<file path="config.mk">
export PLATFORM = sky130hd
export DESIGN_NAME = rvv_issue_ctrl_flat
export DESIGN_NICKNAME = d
export VERILOG_FILES = /design/src/rtl/rvv_pkg.sv /design/src/rtl/rvv_issue_ctrl_if.sv /design/src/rtl/rvv_insn_fifo.sv /design/src/rtl/rvv_issue_ctrl.sv /design/src/flat_wrapper.sv
export SDC_FILE = /design/constraint.sdc
export NUM_CORES = 1
export LEC_CHECK = 0
export BUFFER_PORTS_ARGS = -buffer_cell sky130_fd_sc_hd__clkbuf_2
export CELL_PAD_IN_SITES_DETAIL_PLACEMENT = 1
export CELL_PAD_IN_SITES_GLOBAL_PLACEMENT = 1
export CORE_UTILIZATION = 48
export CTS_CLUSTER_DIAMETER = 100
export DETAILED_ROUTE_END_ITERATION = 6
export HOLD_SLACK_MARGIN = 0.08
export PLACE_DENSITY_LB_ADDON = 0.1
export SETUP_SLACK_MARGIN = 0.4
export SYNTH_ARGS = -nofsm -noshare
export SYNTH_HDL_FRONTEND = slang
export SYNTH_SLANG_ARGS = --single-unit
</file>
<file path="constraint.sdc">
create_clock -name clk -period 3.28 [get_ports clk]
set_input_delay 0.492 -clock clk [delete_from_list [all_inputs] [get_ports clk]]
set_output_delay 0.492 -clock clk [all_outputs]
set_load 0.03 [all_outputs]
</file>
<file path="src/rtl/rvv_pkg.sv">
// rtl/rvv_pkg.sv - opcode constants, decoded operand record and head decoder
package rvv_pkg;

    localparam logic [6:0] OPV     = 7'h57;
    localparam logic [6:0] LOADFP  = 7'h07;
    localparam logic [6:0] STOREFP = 7'h27;
    localparam logic [2:0] OPCFG   = 3'b111;

    // vs3 shares the vd field, so it is not stored separately
    typedef struct packed {
        logic       rd_vs1;
        logic       rd_vs2;
        logic       rd_vs3;
        logic       wr_vd;
        logic [4:0] vd;
        logic [4:0] vs1;
        logic [4:0] vs2;
    } decoded_t;

    // Vector operand usage of one instruction; unknown opcodes touch nothing
    function automatic decoded_t decode(input logic [31:0] insn);
        decoded_t d;
        d     = '0;
        d.vd  = insn[11:7];
        d.vs1 = insn[19:15];
        d.vs2 = insn[24:20];
        case (insn[6:0])
            OPV: begin
                if (insn[14:12] != OPCFG) begin
                    d.wr_vd  = 1'b1;
                    d.rd_vs2 = 1'b1;
                    // OPIVV, OPFVV and OPMVV are the vector-vector forms
                    d.rd_vs1 = (insn[14:12] <= 3'b010);
                end
            end
            LOADFP:  d.wr_vd  = 1'b1;
            STOREFP: d.rd_vs3 = 1'b1;
            default: ;
        endcase
        return d;
    endfunction

endpackage

</file>
<file path="src/rtl/rvv_issue_ctrl_if.sv">
// rtl/rvv_issue_ctrl_if.sv - host, issue and writeback signals of the issue controller
interface rvv_issue_ctrl_if #(
    parameter int INSN_WIDTH = 32,
    parameter int NUM_VEC    = 32
);
    localparam int VW = $clog2(NUM_VEC);

    logic [INSN_WIDTH-1:0] host_insn_in;
    logic                  host_valid_in;
    logic                  host_ready_out;
    logic [INSN_WIDTH-1:0] insn_out;
    logic                  insn_valid_out;
    logic                  proc_rdy_in;
    logic                  wb_valid_in;
    logic [VW-1:0]         wb_vreg_in;
    logic                  flush_in;
    logic                  busy_out;
    logic [31:0]           stall_cnt_out;

    modport master (
        output host_insn_in, host_valid_in, proc_rdy_in, wb_valid_in, wb_vreg_in, flush_in,
        input  host_ready_out, insn_out, insn_valid_out, busy_out, stall_cnt_out
    );

    modport slave (
        input  host_insn_in, host_valid_in, proc_rdy_in, wb_valid_in, wb_vreg_in, flush_in,
        output host_ready_out, insn_out, insn_valid_out, busy_out, stall_cnt_out
    );
endinterface

</file>
<file path="src/rtl/rvv_insn_fifo.sv">
// rtl/rvv_insn_fifo.sv - instruction buffer with wrap-bit pointers
module rvv_insn_fifo #(
    parameter int WIDTH = 32,
    parameter int DEPTH = 4
) (
    input  logic             clk,
    input  logic             rst_n,
    input  logic             push,
    input  logic             pop,
    input  logic             flush,
    input  logic [WIDTH-1:0] wdata,
    output logic [WIDTH-1:0] rdata,
    output logic             full,
    output logic             empty
);
    localparam int AW = $clog2(DEPTH);

    logic [AW:0]      wr_ptr;
    logic [AW:0]      rd_ptr;
    logic [WIDTH-1:0] mem [DEPTH];

    assign empty = (wr_ptr == rd_ptr);
    assign full  = (wr_ptr[AW] != rd_ptr[AW]) && (wr_ptr[AW-1:0] == rd_ptr[AW-1:0]);
    assign rdata = mem[rd_ptr[AW-1:0]];

    // Storage needs no reset: the pointers decide what is valid
    always_ff @(posedge clk) begin
        if (push && !full && !flush) begin
            mem[wr_ptr[AW-1:0]] <= wdata;
        end
    end

    // Pointer update; flush drops every entry at once
    always_ff @(posedge clk or negedge rst_n) begin
        if (!rst_n) begin
            wr_ptr <= '0;
            rd_ptr <= '0;
        end else if (flush) begin
            wr_ptr <= '0;
            rd_ptr <= '0;
        end else begin
            if (push && !full)  wr_ptr <= wr_ptr + 1'b1;
            if (pop  && !empty) rd_ptr <= rd_ptr + 1'b1;
        end
    end
endmodule

</file>
<file path="src/rtl/rvv_issue_ctrl.sv">
// rtl/rvv_issue_ctrl.sv - hazard-checked instruction issue toward the vector processor
module rvv_issue_ctrl
    import rvv_pkg::*;
#(
    parameter int INSN_WIDTH = 32,
    parameter int NUM_VEC    = 32,
    parameter int FIFO_DEPTH = 4
) (
    input logic             clk,
    input logic             rst_n,
    rvv_issue_ctrl_if.slave bus
);
    localparam int VW = $clog2(NUM_VEC);

    logic [INSN_WIDTH-1:0] head;
    logic                  full;
    logic                  empty;
    logic                  push;
    logic                  pop;
    logic                  hazard;
    logic                  issue_ok;
    decoded_t              dec;
    logic [NUM_VEC-1:0]    sb;
    logic [NUM_VEC-1:0]    sb_set;
    logic [NUM_VEC-1:0]    sb_clr;
    logic [31:0]           stall_cnt;

    rvv_insn_fifo #(
        .WIDTH (INSN_WIDTH),
        .DEPTH (FIFO_DEPTH)
    ) u_fifo (
        .clk   (clk),
        .rst_n (rst_n),
        .push  (push),
        .pop   (pop),
        .flush (bus.flush_in),
        .wdata (bus.host_insn_in),
        .rdata (head),
        .full  (full),
        .empty (empty)
    );

    assign dec = decode(head[31:0]);

    // Checked against the registered scoreboard only: writeback is never bypassed
    assign hazard = (dec.rd_vs1 && sb[dec.vs1[VW-1:0]])
                 || (dec.rd_vs2 && sb[dec.vs2[VW-1:0]])
                 || (dec.rd_vs3 && sb[dec.vd[VW-1:0]])
                 || (dec.wr_vd  && sb[dec.vd[VW-1:0]]);

    // Ready also drops during flush so the host never sees a dropped handshake
    assign bus.host_ready_out = !full && !bus.flush_in;
    assign push               = bus.host_valid_in && bus.host_ready_out;
    assign issue_ok           = !empty && !hazard && !bus.flush_in;
    assign pop                = issue_ok && bus.proc_rdy_in;

    assign bus.insn_out       = head;
    assign bus.insn_valid_out = issue_ok;
    assign bus.busy_out       = !empty || (|sb);
    assign bus.stall_cnt_out  = stall_cnt;

    assign sb_set = (pop && dec.wr_vd) ? (NUM_VEC'(1) << dec.vd[VW-1:0]) : '0;
    assign sb_clr = bus.wb_valid_in    ? (NUM_VEC'(1) << bus.wb_vreg_in)  : '0;

    // Pending-write scoreboard; a same-cycle set overrides the clear
    always_ff @(posedge clk or negedge rst_n) begin
        if (!rst_n) begin
            sb <= '0;
        end else if (bus.flush_in) begin
            sb <= '0;
        end else begin
            sb <= (sb & ~sb_clr) | sb_set;
        end
    end

    // Saturating count of cycles the head sat behind a hazard
    always_ff @(posedge clk or negedge rst_n) begin
        if (!rst_n) begin
            stall_cnt <= '0;
        end else if (!empty && hazard && (stall_cnt != '1)) begin
            stall_cnt <= stall_cnt + 32'd1;
        end
    end
endmodule

</file>
<file path="src/flat_wrapper.sv">
// flat-port wrapper written by rule: the top's interface ports become plain ports
module rvv_issue_ctrl_flat import rvv_pkg::*;
#(
    parameter int INSN_WIDTH = 32,
    parameter int NUM_VEC    = 32,
    parameter int FIFO_DEPTH = 4
)
  (clk, rst_n, bus_host_insn_in, bus_host_valid_in, bus_proc_rdy_in, bus_wb_valid_in, bus_wb_vreg_in, bus_flush_in, bus_host_ready_out, bus_insn_out, bus_insn_valid_out, bus_busy_out, bus_stall_cnt_out);
  rvv_issue_ctrl_if #(.INSN_WIDTH(INSN_WIDTH), .NUM_VEC(NUM_VEC)) bus_i ();
  input logic clk;
  input logic rst_n;
  input wire logic [$bits(bus_i.host_insn_in)-1:0] bus_host_insn_in;
  input wire logic [$bits(bus_i.host_valid_in)-1:0] bus_host_valid_in;
  input wire logic [$bits(bus_i.proc_rdy_in)-1:0] bus_proc_rdy_in;
  input wire logic [$bits(bus_i.wb_valid_in)-1:0] bus_wb_valid_in;
  input wire logic [$bits(bus_i.wb_vreg_in)-1:0] bus_wb_vreg_in;
  input wire logic [$bits(bus_i.flush_in)-1:0] bus_flush_in;
  output wire logic [$bits(bus_i.host_ready_out)-1:0] bus_host_ready_out;
  output wire logic [$bits(bus_i.insn_out)-1:0] bus_insn_out;
  output wire logic [$bits(bus_i.insn_valid_out)-1:0] bus_insn_valid_out;
  output wire logic [$bits(bus_i.busy_out)-1:0] bus_busy_out;
  output wire logic [$bits(bus_i.stall_cnt_out)-1:0] bus_stall_cnt_out;
  assign bus_i.host_insn_in = bus_host_insn_in;
  assign bus_i.host_valid_in = bus_host_valid_in;
  assign bus_i.proc_rdy_in = bus_proc_rdy_in;
  assign bus_i.wb_valid_in = bus_wb_valid_in;
  assign bus_i.wb_vreg_in = bus_wb_vreg_in;
  assign bus_i.flush_in = bus_flush_in;
  assign bus_host_ready_out = bus_i.host_ready_out;
  assign bus_insn_out = bus_i.insn_out;
  assign bus_insn_valid_out = bus_i.insn_valid_out;
  assign bus_busy_out = bus_i.busy_out;
  assign bus_stall_cnt_out = bus_i.stall_cnt_out;
  rvv_issue_ctrl #(.INSN_WIDTH(INSN_WIDTH), .NUM_VEC(NUM_VEC), .FIFO_DEPTH(FIFO_DEPTH)) u_core (.clk(clk), .rst_n(rst_n), .bus(bus_i));
endmodule
</file>
==> results of run 1 <==
[layout make-up]
type                       count  area, um2
clock buffer                  17        425
clock inverter                15        224
multi-input combinational    421       3800
timing repair buffer         171       1260
tap                          234        293
fill                        1784       7080
sequential                   198       5600
inverter                       7       26.3
[Yosys cell counts (all sizes together) (8+ instances only)]
library cell  instances  share of area
a21oi                 8         0.0048
a22oi                15          0.014
and2                 10         0.0068
and3                 24          0.016
buf                  18          0.012
clkbuf               13         0.0053
dfrtp                70           0.19
edfxtp              128           0.42
mux2i                50          0.054
mux4                 34          0.083
nand2                39          0.016
nand2b               11         0.0075
nand3                39          0.021
nand4                21          0.015
nor2                 27          0.011
nor2b                11         0.0075
nor4                  8         0.0054
o211ai               12          0.011
o21ai                21          0.011
o22ai                10         0.0068
xnor2                28          0.027
xor2                  8         0.0076
[state kept, by name, indices dropped and copies added (netlist names)]
| name | flops |
|---|---|
| u_core.bus.stall_cnt_out | 32 |
| u_core.sb | 32 |
| u_core.u_fifo.wr_ptr | 3 |
| u_core.u_fifo.rd_ptr | 3 |
| u_core.u_fifo.mem | 128 |
[worst max-delay path by stage]
stage | endpoint | slack, ns | depth (start not counted)
4_1_cts | bus_insn_valid_out | -0.40 | 9
6_report | bus_insn_valid_out | -0.35 | 9
5_1_grt | bus_insn_valid_out | -0.48 | 9
3_5_place_dp | u_core.sb[14] | -0.16 | 10
2_1_floorplan | bus_insn_valid_out | 0.22 | 9
3_3_place_gp | u_core.bus.stall_cnt_out[1] | -0.04 | 10
[logic make-up after synthesis]
family	Yosys count
buffers and inverters	38
AND/OR/NAND/NOR	210
XOR/XNOR	36
flip-flops	198
multiplexers	86
AO/OA/AOI/OAI	83
adder cells (fa/ha/maj)	6
[per-stage QoR]
stage               setup slack (ns)  hold WS [ns]  power [mW]
finish                        -0.354         0.247        7.20
detailed placement            -0.157         0.481        4.58
floorplan                      0.223         0.196        4.07
global route                  -0.478         0.243        7.44
global placement             -0.0380         0.473        4.53
CTS                           -0.400         0.231        6.99
[per-layer routing]
metal	GRT usage	up-vias	part of all wire	routed length (um)
met2	0.463	224	0.52	13800
met3	0.0434	50	0.049	1290
met5	0	-	0	0
met4	0.112	0	0.022	570
met1	0.356	3356	0.41	10800
li1	-	2884	-	-
[what timing repair did]
item / 4_1_cts / 5_1_grt
gates resized for setup: 51 / 73
pin swaps: 27 / 20
endpoints found under the hold margin: 0 / 0
buffers inserted: 13 / 20
setup endpoints to repair: 72 / 69
cloned: 2 / 0
[where the power goes]
group	switching, mW	total, mW	leakage [nW]	internal [mW]
logic	1.24	2.16	2.12	0.926
registers	0.0408	2.78	2.13	2.73
clock network	1.18	2.26	0.312	1.08
==> run_results.csv, run 1 <==
group,metric,value,unit
run_status,status,"finished with violations",
run_status,violations,"negative setup slack",
setup_path,worst-path-buf-inv,2,
synth,synth-xor-area-share,0.0343,
setup_path,path_cells,"buf_12, mux4_2, mux4_2, o211ai_1, nand4_1, a22oi_4, and2_4, and3_4, buf_8",
synth,synth_edf_count,128,
die,die-width,140,um
cells_and_area,final_cell_count_no_fill,1063,
grt,grt_pass1_wl,40100,um
timing,period_minus_slack,3.63,ns
cells_and_area,area_growth,26.6,%
cts,htreeDepth,4,
placed_design,placed_cell_area,10200,um2
route,wl_per_cell,24.9,um
placed_design,place.gp.congestion,0.916,
route,vias_per_cell,6.13,
synth,synth.distinct_cells,53,
timing,fin_ws,-0.354,ns
synth,ys_seq_elements,198,
cells_and_area,layout-drive-gt1-share,0.386,
cells_and_area,layout_common_cells,"edfxtp_1, clkbuf_2, dfrtp_1",
timing,slew_headroom,0.371,
synth,ys_seq_area_frac,0.609,
setup_path,reg2reg_depth,17,
route,drt_iter0_drc,369,
power_and_ir_drop,ir_worst_vdd,0.483,mV
timing,tns,-0.395,ns
grt,first_global_vias,6982,
die,io_pins,110,
timing,report.final.slew_viol_count,0,
grt,track_usage,0.274,
grt,grt_max_degree,71,
setup_path,path_class,"flip-flop to output pin",
timing,hold_viol,0,
synth,async_flop_share,0.354,
route,num_vias,6514,
synth,synth_top_family_by_area,"multiplexers",
job,drv_cap,0,
cells_and_area,num-nets-final,865,
cts,clk_latency,0.45,ns
cts,cts_buffer_depth,2,
timing,post-route-period-util,1.11,
cts,numCtsBuffers,17,
timing,rsz0062_at_grt,"true",
setup_path,cp_common_cell,"mux4_2",
synth,synth_area,9190,um2
route,drt_first_pass_iters,5,
timing,setup_viol,5,
synth,synth-simple-area-share,0.124,
route,drt-total-wl,26500,um
hold_path,hold_class,"primary input to async pin",
synth,syn_inst,657,
setup_path,timing.rr.end,"u_core.sb[20]",
setup_path,critPathArrivalTime,3.14,ns
setup_path,path_delay_family,"multiplexers",
setup_path,crit_required,2.79,ns
timing,clock_skew,0.0217,ns
synth,synth_ff_type,"edfxtp_1",
cts,cts_hold_buf,0,
setup_path,startpoint_type,"flip-flop",
placed_design,io_buffers,109,
route,drc_errors,0,
setup_path,crit_path_start,"u_core.u_fifo.rd_ptr[0]",
die,start_util,0.491,
cells_and_area,n_antenna_cell,0,
grt,grt_overflow_total,0,
route,ant_nets,0,
timing,worst_pin_slew,0.943,ns
setup_path,cp_max_fo,8,
power_and_ir_drop,power_leakage,4.57,nW
setup_path,r2r_start,"u_core.u_fifo.rd_ptr[0]",
setup_path,r2r_setup_slack,-0.03,ns
timing,fmax,275,MHz
synth,synth_warnings,0,
synth,synth.net_count,706,
cts,clkSinkCount,198,
placed_design,placed_cells,996,
cells_and_area,final_util,0.622,
setup_path,cp-end-kind,"output pin",
die,die_area,19700,um2
synth,syn_avg_cell_area,14.0,um2
placed_design,dpl.hpwl,17500,um
cells_and_area,stdcell_area,11600,um2
cts,clk_pin_slew,0.08,ns
power_and_ir_drop,p_per_area,619,nW/um2
synth,muxShareOfSynthArea,0.140,
grt,antenna_found_initial,0,
setup_path,slowest_stage,"mux4_2",
synth,synthAdderAreaFrac,0.00817,
die,std_cell_rows,50,
setup_path,critPathMaxStageDelay,0.57,ns
cts,clock-root-buffer,"clkbuf_16",
synth,synth_compound_area_frac,0.0639,
cts,cts_tree,"built",
die,core,18700,um2
cells_and_area,final_common_cell,"edfxtp_1",
die,die_y,140,um
(Power assumes the default switching activity.)
==> run 2, diff against run 1 <==
- CORE_MARGIN: unset -> 2
- clock period: 3.28 -> 4.15 ns (I/O delays scaled with it)
==> run 2 against run 1 <==
Compared with the run above: the flow now finishes without violations; first-iteration DRC count grew 22%; count of clock-buffer cells in the layout stayed put; combinational power decreased by 35%; cell count fell by 3.5%.
==> run_results.csv, run 2 (synthesis results as in run 1) <==
group,metric,value,unit
power_and_ir_drop,pwr-share-comb,0.267,
die,die-width,142,um
job,drv_cap,0,
cts,cts_buffer_depth,2,
timing,setup_viol,0,
grt,track_usage,0.255,
route,wl_per_cell,24.2,um
setup_path,path_class,"flip-flop to output pin",
cts,clkSinkCount,198,
timing,clock_skew,0.0173,ns
placed_design,place.gp.congestion,0.910,
cts,clk_pin_slew,0.08,ns
grt,grt_overflow_total,0,
setup_path,critPathArrivalTime,3.19,ns
cells_and_area,final_common_cell,"edfxtp_1",
die,die_y,142,um
power_and_ir_drop,p_per_area,489,nW/um2
grt,grt_pass1_wl,38600,um
power_and_ir_drop,p_seq_frac,0.418,
route,vias_per_cell,6.13,
cells_and_area,layout-drive-gt1-share,0.285,
die,std_cell_rows,50,
cts,cts_tree,"built",
cts,cts_hold_buf,0,
setup_path,critPathMaxStageDelay,0.53,ns
timing,timing.hold.ws,0.199,ns
timing,hold_viol,0,
route,drt-total-wl,24800,um
timing,slew_headroom,0.379,
timing,worst_pin_slew,0.931,ns
route,num_vias,6291,
power_and_ir_drop,switchingPower,1.74,mW
cts,htreeDepth,4,
route,drt_iter0_drc,451,
grt,antenna_found_initial,0,
power_and_ir_drop,power_leakage,4.24,nW
cells_and_area,num-nets-final,829,
power_and_ir_drop,ir_worst_vdd,0.326,mV
setup_path,crit_required,3.53,ns
timing,report.final.slew_viol_count,0,
cts,clk_latency,0.45,ns
run_status,status,"finished, final reports clean",
setup_path,cp_max_fo,8,
power_and_ir_drop,p_sw_frac,0.330,
timing,fmax,262,MHz
grt,grt_max_degree,45,
timing,period_minus_slack,3.81,ns
die,io_pins,110,
cells_and_area,layout_common_cells,"edfxtp_1, clkbuf_2, dfrtp_1",
cts,clock-root-buffer,"clkbuf_16",
die,die_area,20300,um2
placed_design,dpl.hpwl,17200,um
timing,tns,0,ns
cells_and_area,n_antenna_cell,0,
cells_and_area,largest_reg_flops,128,
die,start_util,0.489,
die,core,18800,um2
timing,rsz0062_at_grt,"true",
setup_path,slowest_stage,"mux4_2",
power_and_ir_drop,clockPowerShare,0.314,
route,drt_first_pass_iters,4,
grt,first_global_vias,6712,
route,drc_errors,0,
setup_path,path_cells,"buf_12, mux4_2, buf_12, mux2i_1, mux2i_1, a22o_1, or3_4, o211ai_4, and3_4, buf_8",
cells_and_area,area_growth,17.3,%
power_and_ir_drop,intPower,3.53,mW
setup_path,startpoint_type,"flip-flop",
timing,post-route-period-util,0.919,
setup_path,cp-end-kind,"output pin",
hold_path,hold_class,"primary input to async pin",
placed_design,io_buffers,109,
route,ant_nets,0,
cts,numCtsBuffers,17,
==> run 2: cell types whose count changed in the layout (fill, tap and decap cells not counted), moves of 4 or more <==
cell / change
inv_8: +4
o21ai_2: -16
and3_2: +4
o21ai_0: +17
o22ai_2: -5
clkbuf_2: +4
nand3_1: +9
buf_4: -22
buf_12: -6
nand3_2: -6
buf_6: -8
and3_4: -7
o22ai_1: +6
==> run 2: metal layers <==
layer,vias to the layer above,wire (um),global-route usage
li1,2793,-,-
met1,3244,10700,0.336
met2,199,12100,0.414
met3,55,1310,0.0548
met4,0,702,0.106
met5,-,0,0
==> run 2: path summary, 6_finish.rpt <==
| kind | end | from | slack, ns | cells past startpoint |
|---|---|---|---|---|
| max | bus_insn_valid_out | u_core.u_fifo.rd_ptr[0] | 0.34 | 10 |
| min | u_core.sb[12] | rst_n | 0.20 | 1 |
| max reg2reg | u_core.bus.stall_cnt_out[28] | u_core.u_fifo.rd_ptr[0] | 0.64 | 15 |
| min reg2reg | u_core.bus.stall_cnt_out[7] | u_core.bus.stall_cnt_out[7] | 0.49 | 1 |
| max in group asynchronous | u_core.u_fifo.rd_ptr[0] | rst_n | 2.88 | 2 |
| min in group clk | u_core.u_fifo.mem[3][23] | bus_host_insn_in[23] | 0.38 | 1 |
==> run 2: what timing repair did <==
action / 4_1_cts / 5_1_grt
setup buffers: 15 / 0
pin swaps: 8 / 5
gates resized for setup: 18 / 4
setup endpoints to repair: 1 / 1
==> run 2: cell type report <==
cell class | instances | area, um2
tap | 234 | 293
multi-input combinational | 421 | 3450
inverter | 7 | 26.3
clock buffer | 17 | 425
clock inverter | 14 | 173
fill | 1894 | 8000
timing repair buffer | 135 | 810
sequential | 198 | 5600
==> run 2: power groups by stage <==
stage	combinational (mW)	clock [mW]	sequential, mW
after floorplan	0.935	0	2.23
after global placement	1.25	0	2.24
after detailed placement	1.29	0	2.25
after CTS	1.41	1.69	2.20
after global routing	1.51	1.75	2.21
final	1.41	1.66	2.20
==> run 2: through the flow <==
step	std cells	worst slack (ns)	total power, mW	cell area [um2]	util
global placement	980	0.572	3.49	9950	0.530
CTS	1026	0.329	5.30	10800	0.573
detailed placement	980	0.500	3.53	9950	0.530
global route	1026	0.252	5.47	10800	0.574
floorplan	657	0.809	3.17	9190	-
finish	1026	0.336	5.27	10800	0.574
==> run 2: worst max-delay path, delay by kind of cell (launching register included) <==
kind                   cells  cell delay [ns]
multiplexers               3             0.85
AND/OR/NAND/NOR            2             0.61
flip-flops                 1             0.48
buffers and inverters      3             0.43
AO/OA/AOI/OAI              2             0.37
==> run 3, diff against run 2 <==
==> constraint.sdc (replaced) <==
create_clock -name clk -period 4.15 [get_ports clk]
set_input_delay 0.83 -clock clk [delete_from_list [all_inputs] [get_ports clk]]
set_output_delay 0.83 -clock clk [all_outputs]
set_load 0.03 [all_outputs]
==> run 3 against run 2 <==
Compared with the run above: maximum frequency shrank 4.7%; non-clock buffer count is 3 higher; worst hold slack improved by 0.20 ns; highest routed layer unchanged; power grew 1.7%.
==> run_results.csv, run 3 (synthesis results as in run 1) <==
group,metric,value,unit
setup_path,path_delay_family,"multiplexers",
timing,setup_viol,0,
die,die_y,142,um
setup_path,slowest_stage,"dfrtp_4",
timing,hold_viol,0,
cells_and_area,n_fill_cell,1833,
cells_and_area,multi_input_area,3460,um2
grt,antenna_found_initial,0,
placed_design,io_buffers,109,
cts,cts_buffer_depth,2,
cells_and_area,seq_area,5600,um2
route,drt_first_pass_iters,5,
cells_and_area,final_cell_count_no_fill,1031,
placed_design,placed_cell_area,10000,um2
power_and_ir_drop,finalPower,5.36,mW
placed_design,place.gp.congestion,0.932,
setup_path,path_cells,"buf_6, buf_12, mux4_2, mux4_2, o211ai_1, nand4_1, a22oi_4, and2_4, and3_4, clkbuf_8",
setup_path,cp_common_cell,"mux4_2",
timing,worst_pin_slew,0.915,ns
die,io_pins,110,
cells_and_area,layout_common_cells,"edfxtp_1, clkbuf_2, dfrtp_1",
power_and_ir_drop,p_per_area,495,nW/um2
cells_and_area,final_common_cell,"edfxtp_1",
die,die_area,20300,um2
cts,cts_hold_buf,0,
timing,fmax,250,MHz
cts,clk_pin_slew,0.08,ns
route,vias_per_cell,6.15,
setup_path,startpoint_type,"flip-flop",
grt,grt_overflow_total,0,
route,drt_iter0_drc,490,
cts,numCtsBuffers,17,
timing,tns,0,ns
power_and_ir_drop,power_leakage,4.28,nW
cells_and_area,num-nets-final,833,
grt,grt_pass1_wl,39500,um
power_and_ir_drop,ir_worst_vdd,0.377,mV
grt,track_usage,0.261,
run_status,status,"finished, final reports clean",
placed_design,dpl.hpwl,17200,um
die,start_util,0.489,
setup_path,crit_required,3.32,ns
timing,clock_skew,0.0138,ns
setup_path,path_class,"flip-flop to output pin",
grt,first_global_vias,6786,
cells_and_area,n_antenna_cell,0,
hold_path,hold_class,"primary input to async pin",
cts,cts_tree,"built",
setup_path,cp_max_fo,6,
timing,report.final.slew_viol_count,0,
cts,clkSinkCount,198,
cells_and_area,largest_reg_flops,128,
die,std_cell_rows,50,
timing,slew_headroom,0.390,
die,core,18800,um2
route,num_vias,6345,
timing,post-route-period-util,0.964,
cts,htreeDepth,4,
setup_path,worst-path-buf-inv,3,
grt,grt_max_degree,34,
timing,rsz0062_at_grt,"true",
setup_path,critPathMaxStageDelay,0.50,ns
setup_path,critPathArrivalTime,3.17,ns
cells_and_area,area_growth,17.9,%
cts,clock-root-buffer,"clkbuf_16",
cells_and_area,layout-drive-gt1-share,0.289,
route,drt-total-wl,25300,um
die,die-width,142,um
route,wl_per_cell,24.6,um
route,ant_nets,0,
cells_and_area,stdcell_area,10800,um2
route,drc_errors,0,
job,drv_cap,0,
setup_path,cp-end-kind,"output pin",
timing,period_minus_slack,4.00,ns
cts,clk_latency,0.44,ns
placed_design,placed_cells,986,
run 3: final timing paths:
kind / startpoint / endpoint / slack [ns] / cells after the start
hold / removal: rst_n / u_core.sb[13] / 0.40 / 1
max in group asynchronous: rst_n / u_core.bus.stall_cnt_out[19] / 2.94 / 2
setup reg to reg: u_core.u_fifo.rd_ptr[0] / u_core.sb[11] / 0.78 / 10
min in group clk: u_core.bus.stall_cnt_out[7] / u_core.bus.stall_cnt_out[7] / 0.49 / 1
setup / recovery: u_core.u_fifo.rd_ptr[0] / bus_insn_valid_out / 0.15 / 10
hold reg to reg: u_core.bus.stall_cnt_out[7] / u_core.bus.stall_cnt_out[7] / 0.49 / 1
run 3: metal layers:
| layer | routed length (um) | global-route usage | up-vias | share of wire |
|---|---|---|---|---|
| li1 | - | - | 2804 | - |
| met1 | 10900 | 0.345 | 3277 | 0.43 |
| met2 | 12500 | 0.433 | 225 | 0.50 |
| met3 | 1450 | 0.0602 | 39 | 0.057 |
| met4 | 439 | 0.0797 | 0 | 0.017 |
| met5 | 0 | 0 | - | 0 |
run 3: what timing repair did:
action                                  CTS  global route
gates cloned                              1             0
pin swaps                                 2             4
endpoints found under the setup margin    1             1
resized for setup                        10             9
setup buffers                            11             1
run 3: layout make-up:
class,instances,share of cell area
clock buffer,17,0.0393
clock inverter,15,0.0196
inverter,7,0.00243
multi-input combinational,422,0.319
sequential,198,0.517
tap,234,0.0270
timing repair buffer,138,0.0753
run 3: power breakdown:
part | total [mW] | internal (mW) | switching, mW | leakage [nW]
logic | 1.40 | 0.548 | 0.853 | 1.83
clock network | 1.76 | 0.892 | 0.863 | 0.309
registers | 2.20 | 2.16 | 0.0390 | 2.13
total | 5.36 | 3.60 | 1.76 | 4.28
run 3: stage by stage:
| step | utilization | hold WS (ns) | setup WS, ns |
|---|---|---|---|
| after floorplan | - | 0.530 | 0.625 |
| after global placement | 0.533 | 0.473 | 0.338 |
| after detailed placement | 0.533 | 0.481 | 0.234 |
| after CTS | 0.576 | 0.398 | 0.0820 |
| after global routing | 0.577 | 0.419 | 0.0283 |
| final | 0.577 | 0.396 | 0.148 |
